==> config.mk <==
export PLATFORM = sky130hd
export DESIGN_NAME = fixed_point_divider_flat
export DESIGN_NICKNAME = d
export VERILOG_FILES = /design/src/rtl/fixed_point_pkg.sv /design/src/rtl/fixed_point_divider_if.sv /design/src/rtl/fixed_point_div_step.sv /design/src/rtl/fixed_point_divider.sv /design/src/flat_wrapper.sv
export SDC_FILE = /design/constraint.sdc
export NUM_CORES = 1
export LEC_CHECK = 0
export ABC_AREA = 1
export CORE_AREA = 2 2 174 176
export CTS_CLUSTER_SIZE = 16
export DETAILED_ROUTE_END_ITERATION = 6
export DIE_AREA = 0 0 176 178
export GPL_TIMING_DRIVEN = 0
export PLACE_DENSITY_LB_ADDON = 0.1
export SLEW_MARGIN = 20
export SYNTH_ARGS = -nofsm -noshare
export SYNTH_HDL_FRONTEND = slang
export SYNTH_SLANG_ARGS = --single-unit
==> constraint.sdc <==
create_clock -name clk -period 13.1 [get_ports clk]
set_input_delay 3.275 -clock clk [delete_from_list [all_inputs] [get_ports clk]]
set_output_delay 3.275 -clock clk [all_outputs]
set_load 0.005 [all_outputs]
==> src/rtl/fixed_point_pkg.sv <==
// Shared definitions for the fixed-point unit: divider state encoding,
// default operand format and saturation bounds.
package fixed_point_pkg;

    localparam int FP_WIDTH = 32;
    localparam int FP_FBITS = 10;

    typedef enum logic [1:0] {
        IDLE   = 2'd0,
        DIVIDE = 2'd1,
        FIX    = 2'd2
    } div_state_e;

    // Largest positive two's-complement value of a w-bit word (w <= 64).
    function automatic logic [63:0] sat_max(input int w);
        return (64'd1 << (w - 1)) - 64'd1;
    endfunction

    // Bit pattern of the most negative w-bit value, also its magnitude.
    function automatic logic [63:0] sat_min(input int w);
        return 64'd1 << (w - 1);
    endfunction

endpackage

==> src/rtl/fixed_point_divider_if.sv <==
// Start/ready issue port of the fixed-point divider.
interface fixed_point_divider_if #(
    parameter int WIDTH = fixed_point_pkg::FP_WIDTH
);
    logic             start;
    logic [WIDTH-1:0] dividend;
    logic [WIDTH-1:0] divisor;
    logic [WIDTH-1:0] quotient;
    logic             busy;
    logic             ready;
    logic             div_by_zero;
    logic             overflow;

    modport master (
        output start, dividend, divisor,
        input  quotient, busy, ready, div_by_zero, overflow
    );

    modport slave (
        input  start, dividend, divisor,
        output quotient, busy, ready, div_by_zero, overflow
    );
endinterface

==> src/rtl/fixed_point_div_step.sv <==
// One restoring-division iteration: shift in the next numerator bit,
// subtract the divisor when it fits.
module fixed_point_div_step #(
    parameter int WIDTH = 32
) (
    input  logic [WIDTH:0]   rem_i,
    input  logic             bit_i,
    input  logic [WIDTH-1:0] den_i,
    output logic [WIDTH:0]   rem_o,
    output logic             qbit_o
);
    logic [WIDTH+1:0] shifted;
    logic [WIDTH+1:0] den_ext;

    assign shifted = {rem_i, bit_i};
    assign den_ext = {2'b00, den_i};
    assign qbit_o  = (shifted >= den_ext);
    // The remainder stays below the divisor, so the top bit always drops out.
    assign rem_o   = (WIDTH+1)'(qbit_o ? (shifted - den_ext) : shifted);
endmodule

==> src/rtl/fixed_point_divider.sv <==
// Iterative signed Q(WIDTH-FBITS).FBITS divider, one quotient bit per clock,
// saturating on overflow and divide-by-zero.
module fixed_point_divider
    import fixed_point_pkg::*;
#(
    parameter int WIDTH = FP_WIDTH,
    parameter int FBITS = FP_FBITS
) (
    input  logic clk,
    input  logic reset,
    fixed_point_divider_if.slave bus
);
    localparam int NW = WIDTH + FBITS;
    localparam int CW = (NW > 1) ? $clog2(NW) : 1;
    localparam logic [63:0]      MAX64   = sat_max(WIDTH);
    localparam logic [63:0]      MIN64   = sat_min(WIDTH);
    localparam logic [WIDTH-1:0] SAT_MAX = MAX64[WIDTH-1:0];
    localparam logic [WIDTH-1:0] SAT_MIN = MIN64[WIDTH-1:0];
    localparam logic [NW-1:0]    LIM_POS = NW'(SAT_MAX);
    localparam logic [NW-1:0]    LIM_NEG = NW'(SAT_MIN);

    div_state_e       state_q, state_d;
    logic [CW-1:0]    cnt_q, cnt_d;
    logic [WIDTH:0]   rem_q, rem_d;
    logic [NW-1:0]    num_q, num_d;
    logic [NW-1:0]    qmag_q, qmag_d;
    logic [WIDTH-1:0] den_q, den_d;
    logic             sign_q, sign_d;
    logic             neg_dvd_q, neg_dvd_d;
    logic [WIDTH-1:0] quotient_q, quotient_d;
    logic             busy_q, busy_d;
    logic             ready_q, ready_d;
    logic             dbz_q, dbz_d;
    logic             ovf_q, ovf_d;

    logic [WIDTH-1:0] abs_dividend;
    logic [WIDTH-1:0] abs_divisor;
    logic [WIDTH:0]   step_rem;
    logic             step_qbit;

    // Unsigned magnitudes; the most negative value maps onto 2^(WIDTH-1) exactly.
    assign abs_dividend = bus.dividend[WIDTH-1] ? -bus.dividend : bus.dividend;
    assign abs_divisor  = bus.divisor[WIDTH-1]  ? -bus.divisor  : bus.divisor;

    fixed_point_div_step #(.WIDTH(WIDTH)) u_step (
        .rem_i  (rem_q),
        .bit_i  (num_q[NW-1]),
        .den_i  (den_q),
        .rem_o  (step_rem),
        .qbit_o (step_qbit)
    );

    always_ff @(posedge clk or posedge reset) begin
        if (reset) begin
            state_q    <= IDLE;
            cnt_q      <= '0;
            rem_q      <= '0;
            num_q      <= '0;
            qmag_q     <= '0;
            den_q      <= '0;
            sign_q     <= 1'b0;
            neg_dvd_q  <= 1'b0;
            quotient_q <= '0;
            busy_q     <= 1'b0;
            ready_q    <= 1'b0;
            dbz_q      <= 1'b0;
            ovf_q      <= 1'b0;
        end else begin
            state_q    <= state_d;
            cnt_q      <= cnt_d;
            rem_q      <= rem_d;
            num_q      <= num_d;
            qmag_q     <= qmag_d;
            den_q      <= den_d;
            sign_q     <= sign_d;
            neg_dvd_q  <= neg_dvd_d;
            quotient_q <= quotient_d;
            busy_q     <= busy_d;
            ready_q    <= ready_d;
            dbz_q      <= dbz_d;
            ovf_q      <= ovf_d;
        end
    end

    always_comb begin
        state_d    = state_q;
        cnt_d      = cnt_q;
        rem_d      = rem_q;
        num_d      = num_q;
        qmag_d     = qmag_q;
        den_d      = den_q;
        sign_d     = sign_q;
        neg_dvd_d  = neg_dvd_q;
        quotient_d = quotient_q;
        busy_d     = busy_q;
        ready_d    = 1'b0;
        dbz_d      = dbz_q;
        ovf_d      = ovf_q;

        case (state_q)
            IDLE: begin
                if (bus.start) begin
                    sign_d    = bus.dividend[WIDTH-1] ^ bus.divisor[WIDTH-1];
                    neg_dvd_d = bus.dividend[WIDTH-1];
                    num_d     = NW'(abs_dividend) << FBITS;
                    den_d     = abs_divisor;
                    rem_d     = '0;
                    cnt_d     = '0;
                    qmag_d    = '0;
                    busy_d    = 1'b1;
                    ovf_d     = 1'b0;
                    dbz_d     = (bus.divisor == '0);
                    state_d   = (bus.divisor == '0) ? FIX : DIVIDE;
                end
            end
            DIVIDE: begin
                num_d  = num_q << 1;
                rem_d  = step_rem;
                qmag_d = {qmag_q[NW-2:0], step_qbit};
                cnt_d  = cnt_q + CW'(1);
                if (cnt_q == CW'(NW - 1)) begin
                    cnt_d   = '0;
                    state_d = FIX;
                end
            end
            FIX: begin
                busy_d  = 1'b0;
                ready_d = 1'b1;
                state_d = IDLE;
                if (dbz_q) begin
                    quotient_d = neg_dvd_q ? SAT_MIN : SAT_MAX;
                end else if (!sign_q && (qmag_q > LIM_POS)) begin
                    quotient_d = SAT_MAX;
                    ovf_d      = 1'b1;
                end else if (sign_q && (qmag_q > LIM_NEG)) begin
                    quotient_d = SAT_MIN;
                    ovf_d      = 1'b1;
                end else begin
                    // Negating a zero magnitude yields 0, so no negative zero appears.
                    quotient_d = sign_q ? -qmag_q[WIDTH-1:0] : qmag_q[WIDTH-1:0];
                end
            end
            default: state_d = IDLE;
        endcase
    end

    assign bus.quotient    = quotient_q;
    assign bus.busy        = busy_q;
    assign bus.ready       = ready_q;
    assign bus.div_by_zero = dbz_q;
    assign bus.overflow    = ovf_q;
endmodule

==> src/flat_wrapper.sv <==
// flat-port wrapper written by rule: the top's interface ports become plain ports
module fixed_point_divider_flat import fixed_point_pkg::*;
#(
    parameter int WIDTH = FP_WIDTH,
    parameter int FBITS = FP_FBITS
)
  (clk, reset, bus_start, bus_dividend, bus_divisor, bus_quotient, bus_busy, bus_ready, bus_div_by_zero, bus_overflow);
  fixed_point_divider_if #(.WIDTH(WIDTH)) bus_i ();
  input  logic clk;
  input  logic reset;
  input wire logic [$bits(bus_i.start)-1:0] bus_start;
  input wire logic [$bits(bus_i.dividend)-1:0] bus_dividend;
  input wire logic [$bits(bus_i.divisor)-1:0] bus_divisor;
  output wire logic [$bits(bus_i.quotient)-1:0] bus_quotient;
  output wire logic [$bits(bus_i.busy)-1:0] bus_busy;
  output wire logic [$bits(bus_i.ready)-1:0] bus_ready;
  output wire logic [$bits(bus_i.div_by_zero)-1:0] bus_div_by_zero;
  output wire logic [$bits(bus_i.overflow)-1:0] bus_overflow;
  assign bus_i.start = bus_start;
  assign bus_i.dividend = bus_dividend;
  assign bus_i.divisor = bus_divisor;
  assign bus_quotient = bus_i.quotient;
  assign bus_busy = bus_i.busy;
  assign bus_ready = bus_i.ready;
  assign bus_div_by_zero = bus_i.div_by_zero;
  assign bus_overflow = bus_i.overflow;
  fixed_point_divider #(.WIDTH(WIDTH), .FBITS(FBITS)) u_core (.clk(clk), .reset(reset), .bus(bus_i));
endmodule
## Word-level counts from Yosys, hierarchy flattened

Cells that the tools add are included.

| word-level totals | value |
|---|---|
| output and inout bits | 36 |
| register bits after elaboration | 195 |
| input bits | 67 |
| word-level logic and storage cells | 70 |

| operators by class | value |
|---|---|
| mux-type cells | 29 |
| $add $sub $neg | 5 |
| bitwise gates (word level) | 1 |
| reduce and logical (&&, ||, !) cells | 12 |
| eq/ne operators | 7 |
| magnitude comparators | 3 |

Operators by type and width:

| cell | count |
|---|---|
| $mux W32 | 7 |
| $pmux W42 S2 | 2 |
| $neg A32 Y32 | 3 |
| $mux W42 | 2 |
| $mux W33 | 2 |
| $pmux W33 S2 | 1 |
| $gt A42 B31 Y1 const B | 1 |
| $gt A42 B32 Y1 const B | 1 |
| $ge A34 B32 Y1 | 1 |
| $sub A33 B32 Y33 | 1 |
| $logic_not A32 Y1 | 1 |
| $mux W6 | 2 |
| $pmux W6 S2 | 1 |
| $reduce_and A2 Y1 | 4 |
| $add A6 B1 Y6 const B | 1 |
| $eq A6 B6 Y1 const B | 1 |
| $mux W1 | 6 |
| $mux W2 | 3 |
| $ne A2 B2 Y1 const B | 2 |
| $pmux W1 S2 | 2 |
| $pmux W2 S2 | 1 |
| $reduce_and A4 Y1 | 1 |
| $reduce_bool A2 Y1 | 2 |
| $ne A3 B1 Y1 const B | 1 |
| 7 further kinds | 8 |

## Longest topological paths before layout

Gate-level depths: netlist (run 1).

| logic depth | value |
|---|---|
| depth in word-level cells | 6 |
| gate-level depth with buffers | 16 |
| gate-level depth less buffers | 16 |

## By module

From an unflattened synthesis (run 1), not the netlist that was laid out.

| second synthesis, totals | value |
|---|---|
| cells, all modules | 2053 |
| area total of the unflattened synthesis | 13450.4 µm² |

Modules (own cells, without submodules):

| module | instances | area an instance (µm²) | cells each |
|---|---|---|---|
| fixed_point_divider | 1 | 10172.3 | 1356 |
| fixed_point_div_step | 1 | 3278.1 | 697 |

## Worst setup path after synthesis (run 1)

No wires, ideal clock.

| timing | value |
|---|---|
| path kind | input to register |
| start point | in bus_divisor[0] |
| end point | reg u_core.den_q[24] |
| setup slack | 8.539 ns |
| stages on the path | 11 |
| arrival | 4.429 ns |
| library setup time | 0.132 ns |
| path buffers | 0 |
| cells stage by stage | inv_1 -> ha_1 -> nand3_1 -> nor2_1 -> nand3_1 -> nor2_1 -> nand2_1 -> o21ai_0 -> nand2_1 -> nand3_1 -> o21ai_0 |

| on the way | value |
|---|---|
| cells in the longest elaborated chain, start to end | 2 |

Ends and longest elaborated chain:

| item | RTL line | source |
|---|---|---|
| start, declared | flat_wrapper.sv:13 | `input wire logic [$bits(bus_i.divisor)-1:0] bus_divisor;` |
| $neg A32 Y32 | fixed_point_divider.sv:43 | `assign abs_divisor = bus.divisor[WIDTH-1] ? -bus.divisor : bus.divisor;` |
| $mux W32 | fixed_point_divider.sv:43 |  |
| end signal, assigned | fixed_point_divider.sv:74 | `den_q <= den_d;` |
| end, declared | fixed_point_divider.sv:27 | `logic [WIDTH-1:0] den_q, den_d;` |

No other way between the ends.
A chain may end at the register's enable or synchronous reset.

## Worst setup path in the final report (run 1)

| timing | value |
|---|---|
| start point | in bus_divisor[1] |
| end point | reg u_core.den_q[25] |

The elaborated chain is that of the path after synthesis.

==> metrics, run 1 <==
grt ovf 0; final instance area 15300 um^2; Slew @ Worst Pin 819 ps; instance count of the mapped netlist 2007; vias in the first global route 12.5k; largest net degree at the start of global routing 96; DRC errors left 0; chip width 176 um; buffers inserted during post-CTS setup optimization 0; global-route wire length before repair 65900 um; number of max-slew violations in the final report 0; Primary FF master, synth sky130_fd_sc_hd__dfrtp_1; clock skew 13.4 ps; die height 178 um; Max Buffers Root-to-Sink 2; overall routing resource usage 26.6%; antenna cells 0; number of synthesized flops with an enable pin 0; Starting Density 44.7%; count of clock tree sinks 185; DP Area 14700 um^2; Worst Path Max Fanout 4; total core area 29400 um^2; WP data required 13450 ps; Pwr per Cell Area 95.6 nW/um^2; min cycle time layout 5000 ps; CTS HTree Levels 4; static leakage 0.00783 uW; outcome finished clean; data arrival time of the worst path 5350 ps; type of the worst min-delay path reg2reg; kind of capture point of the worst setup path flop; # placed instances 2499; average wire per standard cell 15.8 um; maximum achievable frequency 200 MHz; routed vias/inst 5.18; worst reg-to-reg setup slack 10650 ps; # hold bufs at CTS 0; layout cells sized above 1 3.88%; sequential share of the synthesized area 35.2%; leading cell type in the layout, fill and taps excluded sky130_fd_sc_hd__nand2_1; Post-Syn Nets 2112; area grow syn2layout 16.4%; switching power as a share of total power 33.1%; register share of total power 41.2%; average footprint of a synthesized cell 6.55 um^2; setup total negative slack 0 ps; fraction of the cycle the final worst path needs 38.2%; CTS tree yes; total internal power 979 uW; fraction of power consumed by the clock network 37.5%; cell area after synthesis 13200 um^2; final-stage net count 2233; number of antenna violations at the first check in global routing 0; number of top-level design ports 103; unique cell type count in the Yosys netlist 45; placed wire-length estimate 30700 um; number of clock buffers inserted by TritonCTS 17; final antenna-violating net count 0; share of power burned in combinational logic 21.3%; Setup CP Type in2reg; Final Total Pwr 1460 uW; Cell Count, Final, Fillers Out 2531; count of max-cap constraint violations 0; count of buffers inserted at the top-level ports 101; worst vdd ir 103 uV; count of endpoints failing setup in the final report 0; most frequent cells in the layout sky130_fd_sc_hd__nand2_1, sky130_fd_sc_hd__inv_1, sky130_fd_sc_hd__nor2_1; weighted congestion reported at the end of routability-driven placement 0.940; number of vias after detailed routing 13.1k; Hold WS 488 ps; flop and latch count out of synthesis 185; number of instances resized during post-cts repair 0; critical path startpoint category input pin; P_sw 483 uW; Placement Rows 63; RSZ-0062 raised after global routing no; endpoints failing hold 0; fraction of registers with async set or reset after synthesis 100%; sum of routed wire length over all layers 40000 um; later-pin clock latency in the skew report 460 ps; clock-pin transition on the worst setup and hold timing paths 70 ps; starting DRC count in detailed routing 1093; Clk Tree Root Cell sky130_fd_sc_hd__clkbuf_16; overall die area 31300 um^2; count of warnings emitted by yosys 0; Worst slew margin 45.2%; DRT Pass-1 Iters 6
==> cell type report <==
type	count	area, um^2
fill	3026	14100
multi-input combinational	1429	6980
sequential	185	4630
inverter	321	1210
timing repair buffer	102	1040
tap	390	488
clock buffer	18	439
buffer	72	335
clock inverter	14	181
==> power groups by stage <==
stage	clock network, uW	logic [uW]	registers, uW
global route	581	354	606
finish	548	311	603
CTS	556	312	603
global placement	0	306	614
floorplan	0	210	611
detailed placement	0	309	614
==> Yosys cell counts (9+ instances only) <==
cell,n,area [um^2]
sky130_fd_sc_hd__o21ai_0,114,571
sky130_fd_sc_hd__o22ai_1,44,275
sky130_fd_sc_hd__inv_1,311,1170
sky130_fd_sc_hd__o211ai_1,14,105
sky130_fd_sc_hd__a21oi_1,86,430
sky130_fd_sc_hd__nor3_1,15,75.1
sky130_fd_sc_hd__o21ai_1,9,45.0
sky130_fd_sc_hd__nand3_1,173,866
sky130_fd_sc_hd__clkbuf_1,45,169
sky130_fd_sc_hd__buf_2,16,80.1
sky130_fd_sc_hd__ha_1,37,463
sky130_fd_sc_hd__xor2_1,36,315
sky130_fd_sc_hd__nand2_1,586,2200
sky130_fd_sc_hd__xnor2_1,16,140
sky130_fd_sc_hd__nand4_1,56,350
sky130_fd_sc_hd__dfrtp_1,185,4630
sky130_fd_sc_hd__nor2_1,192,721
==> metrics by stage <==
stage,util (%),setup WS [ps]
after floorplan,-,4800
after global placement,49.8,2100
after detailed placement,49.9,7660
after CTS,52.1,8140
after global routing,52.1,7820
final,52.1,8100
==> logic make-up after synthesis <==
group | after synthesis | synth area share, %
XOR/XNOR | 52 | 3.46
flip-flops | 185 | 35.2
AND/OR/NAND/NOR | 1057 | 34.2
adder cells (fa/ha/maj) | 38 | 3.67
AO/OA/AOI/OAI | 282 | 11.8
buffers and inverters | 393 | 11.7
==> sequential cells by signal, indices dropped and copies added (netlist names) <==
signal / count
u_core.bus.busy: 1
u_core.bus.div_by_zero: 1
u_core.bus.overflow: 1
u_core.bus.quotient: 32
u_core.bus.ready: 1
u_core.cnt_q: 6
u_core.den_q: 32
u_core.neg_dvd_q: 1
u_core.num_q: 32
u_core.qmag_q: 42
u_core.rem_q: 33
u_core.sign_q: 1
u_core.state_q: 2
==> worst paths after layout <==
path | start | to | cells past startpoint
max | bus_divisor[1] | u_core.den_q[25] | 9
max reg2reg | u_core.num_q[41] | u_core.rem_q[16] | 15
min | u_core.bus.busy | u_core.bus.busy | 2
max in group asynchronous | reset | u_core.num_q[20] | 3
min reg2reg | u_core.bus.busy | u_core.bus.busy | 2
min in group asynchronous | reset | u_core.den_q[12] | 2
==> critical path, cell delays in order <==
cell	delay, ps
sky130_fd_sc_hd__clkdlybuf4s50_1	430
sky130_fd_sc_hd__nor3_1	510
sky130_fd_sc_hd__nand4_1	270
sky130_fd_sc_hd__nor3_1	380
sky130_fd_sc_hd__nand3_1	190
sky130_fd_sc_hd__nand2_1	100
sky130_fd_sc_hd__nand2_1	50
sky130_fd_sc_hd__nand3_1	80
sky130_fd_sc_hd__nand2_1	60
==> routing by layer <==
| metal | wire length (um) | GRT usage [%] |
|---|---|---|
| met5 | 0 | 0 |
| met4 | 1160 | 9.26 |
| met3 | 1720 | 3.26 |
| met2 | 18500 | 44.0 |
| met1 | 18700 | 36.2 |
No activity file was read; power rests on OpenSTA's default activity.
==> inputs of run 2 (changes only) <==
==> constraint.sdc (replaced) <==
create_clock -name clk -period 4.8 [get_ports clk]
set_input_delay 1.2 -clock clk [delete_from_list [all_inputs] [get_ports clk]]
set_output_delay 1.2 -clock clk [all_outputs]
set_load 0.005 [all_outputs]
==> run 2 against run 1 <==
  * Critical path depth decreased by 3
  * Register-to-register slack got worse by 8300 ps
  * Clock power increased to 2.7 times the previous value
  * Setup slack got worse by 6300 ps
  * Largest cell class unchanged
  * Critical path type unchanged
  * Sequential share of layout area decreased by 0.19 points
  * Final cell count increased by 0.20%
  * Via count increased by 1.0%
  * Utilization increased by 0.33 points
  * Sequential power increased to 2.7 times the previous value
==> metrics, run 2 (synthesis results as in run 1) <==
total core area 29400 um^2; number of instances resized during post-cts repair 0; critical path startpoint category input pin; Reg with most FFs u_core.qmag_q; global-route wire length before repair 65800 um; outcome finished clean; M1 GR Usage 36.0%; global routing met3 resource utilization 2.37%; vias in the first global route 12.7k; die height 178 um; number of clock buffers inserted by TritonCTS 17; Worst Path Max Fanout 10; chip width 176 um; worst setup path startpoint bus_dividend[31]; starting DRC count in detailed routing 1033; CTS HTree Levels 4; Slew @ Worst Pin 837 ps; overall routing resource usage 26.3%; area grow syn2layout 17.1%; biggest registers after layout u_core.qmag_q: 42 flops, u_core.rem_q: 33 flops; maximum achievable frequency 330 MHz; # hold bufs at CTS 0; Max Buffers Root-to-Sink 2; kind of capture point of the worst setup path flop; DP Area 14800 um^2; count of max-cap constraint violations 0; clock-pin transition on the worst setup and hold timing paths 70 ps; RSZ-0062 raised after global routing no; data arrival time of the worst path 3350 ps; RR Startpoint u_core.den_q[8]; DRC errors left 0; number of vias after detailed routing 13.2k; number of top-level design ports 103; final core utilization 52.4%; largest net degree at the start of global routing 33; number of max-slew violations in the final report 0; max reg flops 42; average wire per standard cell 15.8 um; worst vdd ir 207 uV; global routing usage on met2 44.4%; Worst slew margin 44.0%; Clk Tree Root Cell sky130_fd_sc_hd__clkbuf_16; endpoints failing hold 0; antenna cells 0; worst min-delay path startpoint u_core.den_q[25]; clock skew 23.1 ps; pre-CTS worst setup slack 1340 ps; DRT Pass-1 Iters 5; grt ovf 0; placed wire-length estimate 31100 um; Hold WS 482 ps; CTS tree yes; Starting Density 44.7%; sum of routed wire length over all layers 40100 um; final antenna-violating net count 0; count of clock tree sinks 185; leading cell type in the layout, fill and taps excluded sky130_fd_sc_hd__nand2_1; final worst-path setup slack 1770 ps; layout cells sized above 1 4.10%; number of antenna violations at the first check in global routing 0; count of endpoints failing setup in the final report 0; count of buffers inserted at the top-level ports 101; routed vias/inst 5.22; most heavily used metal layer in global routing met2; most frequent cells in the layout sky130_fd_sc_hd__nand2_1, sky130_fd_sc_hd__inv_1, sky130_fd_sc_hd__nor2_1; later-pin clock latency in the skew report 460 ps; overall die area 31300 um^2; Final Total Pwr 3980 uW; type of the worst min-delay path reg2reg; Pwr per Cell Area 259 nW/um^2; Placement Rows 63; weighted congestion reported at the end of routability-driven placement 0.935; Setup CP Type in2reg; final instance area 15400 um^2; WP data required 5120 ps; fraction of the cycle the final worst path needs 63.2%; final-stage net count 2238; buffers inserted during post-CTS setup optimization 0; static leakage 0.00787 uW; min cycle time layout 3030 ps
## run 2: cell count changes in the layout (fill, tap and decap cells not counted), sizes merged
cell	before	now
clkbuf	63	62
clkinv	10	11
clkinvlp	1	2
bufinv	1	0
buf	28	33
## run 2: layer usage
layer  share of wire (%)  vias up
met1                  47     6186
met4                 2.4        0
met2                  47      321
met3                 4.0       49
li1                    -     6679
met5                   0        -
## run 2: worst paths after layout
path / cells past startpoint / to / slack (ps)
min in group asynchronous: 2 / u_core.den_q[13] / 1170
min reg2reg: 2 / u_core.den_q[25] / 480
max: 6 / u_core.num_q[28] / 1770
max reg2reg: 15 / u_core.rem_q[15] / 2350
min: 2 / u_core.den_q[25] / 480
max in group asynchronous: 5 / u_core.num_q[22] / 2630
## run 2: final cells by class
class                           instances  area, um^2
Clock inverter                         15         195
Buffer                                 72         335
Multi-Input combinational cell       1429        6980
Sequential cell                       185        4630
Fill cell                            2998       14000
Inverter                              321        1210
Clock buffer                           17         425
Timing Repair Buffer                  107        1140
Tap cell                              390         488
## run 2: power by group
part	internal [uW]	switching (uW)	leakage (uW)
clock	715	763	0.000295
sequential	1620	30.4	0.00240
combinational	302	558	0.00518
## run 2: through the flow
step / cells / setup TNS, ps
6_report: 2536 / 0
4_1_cts: 2536 / 0
3_5_place_dp: 2504 / 0
2_1_floorplan: 2007 / 0
5_1_grt: 2536 / 0
3_3_place_gp: 2498 / -75270
## run 2: critical path: stages
cell and delay (ps):
sky130_fd_sc_hd__clkdlybuf4s50_1 540, sky130_fd_sc_hd__clkbuf_1 480, sky130_fd_sc_hd__buf_1 590, sky130_fd_sc_hd__a21oi_1 140
sky130_fd_sc_hd__o21ai_0 290, sky130_fd_sc_hd__nand2_1 100
==> inputs of run 3 (changes only) <==
==> constraint.sdc (replaced) <==
create_clock -name clk -period 2.9 [get_ports clk]
set_input_delay 0.725 -clock clk [delete_from_list [all_inputs] [get_ports clk]]
set_output_delay 0.725 -clock clk [all_outputs]
set_load 0.005 [all_outputs]
==> results of run 3 <==
The final DEF is identical to that of run 2. Status: finished clean.
Main changes from that run: setup slack after placement 1340 ps -> -82.1 ps; setup slack after layout 1770 ps -> 340 ps; register-to-register setup slack 2350 ps -> 450 ps; total power 3980 uW -> 6590 uW; worst IR drop on VDD 207 uV -> 342 uV
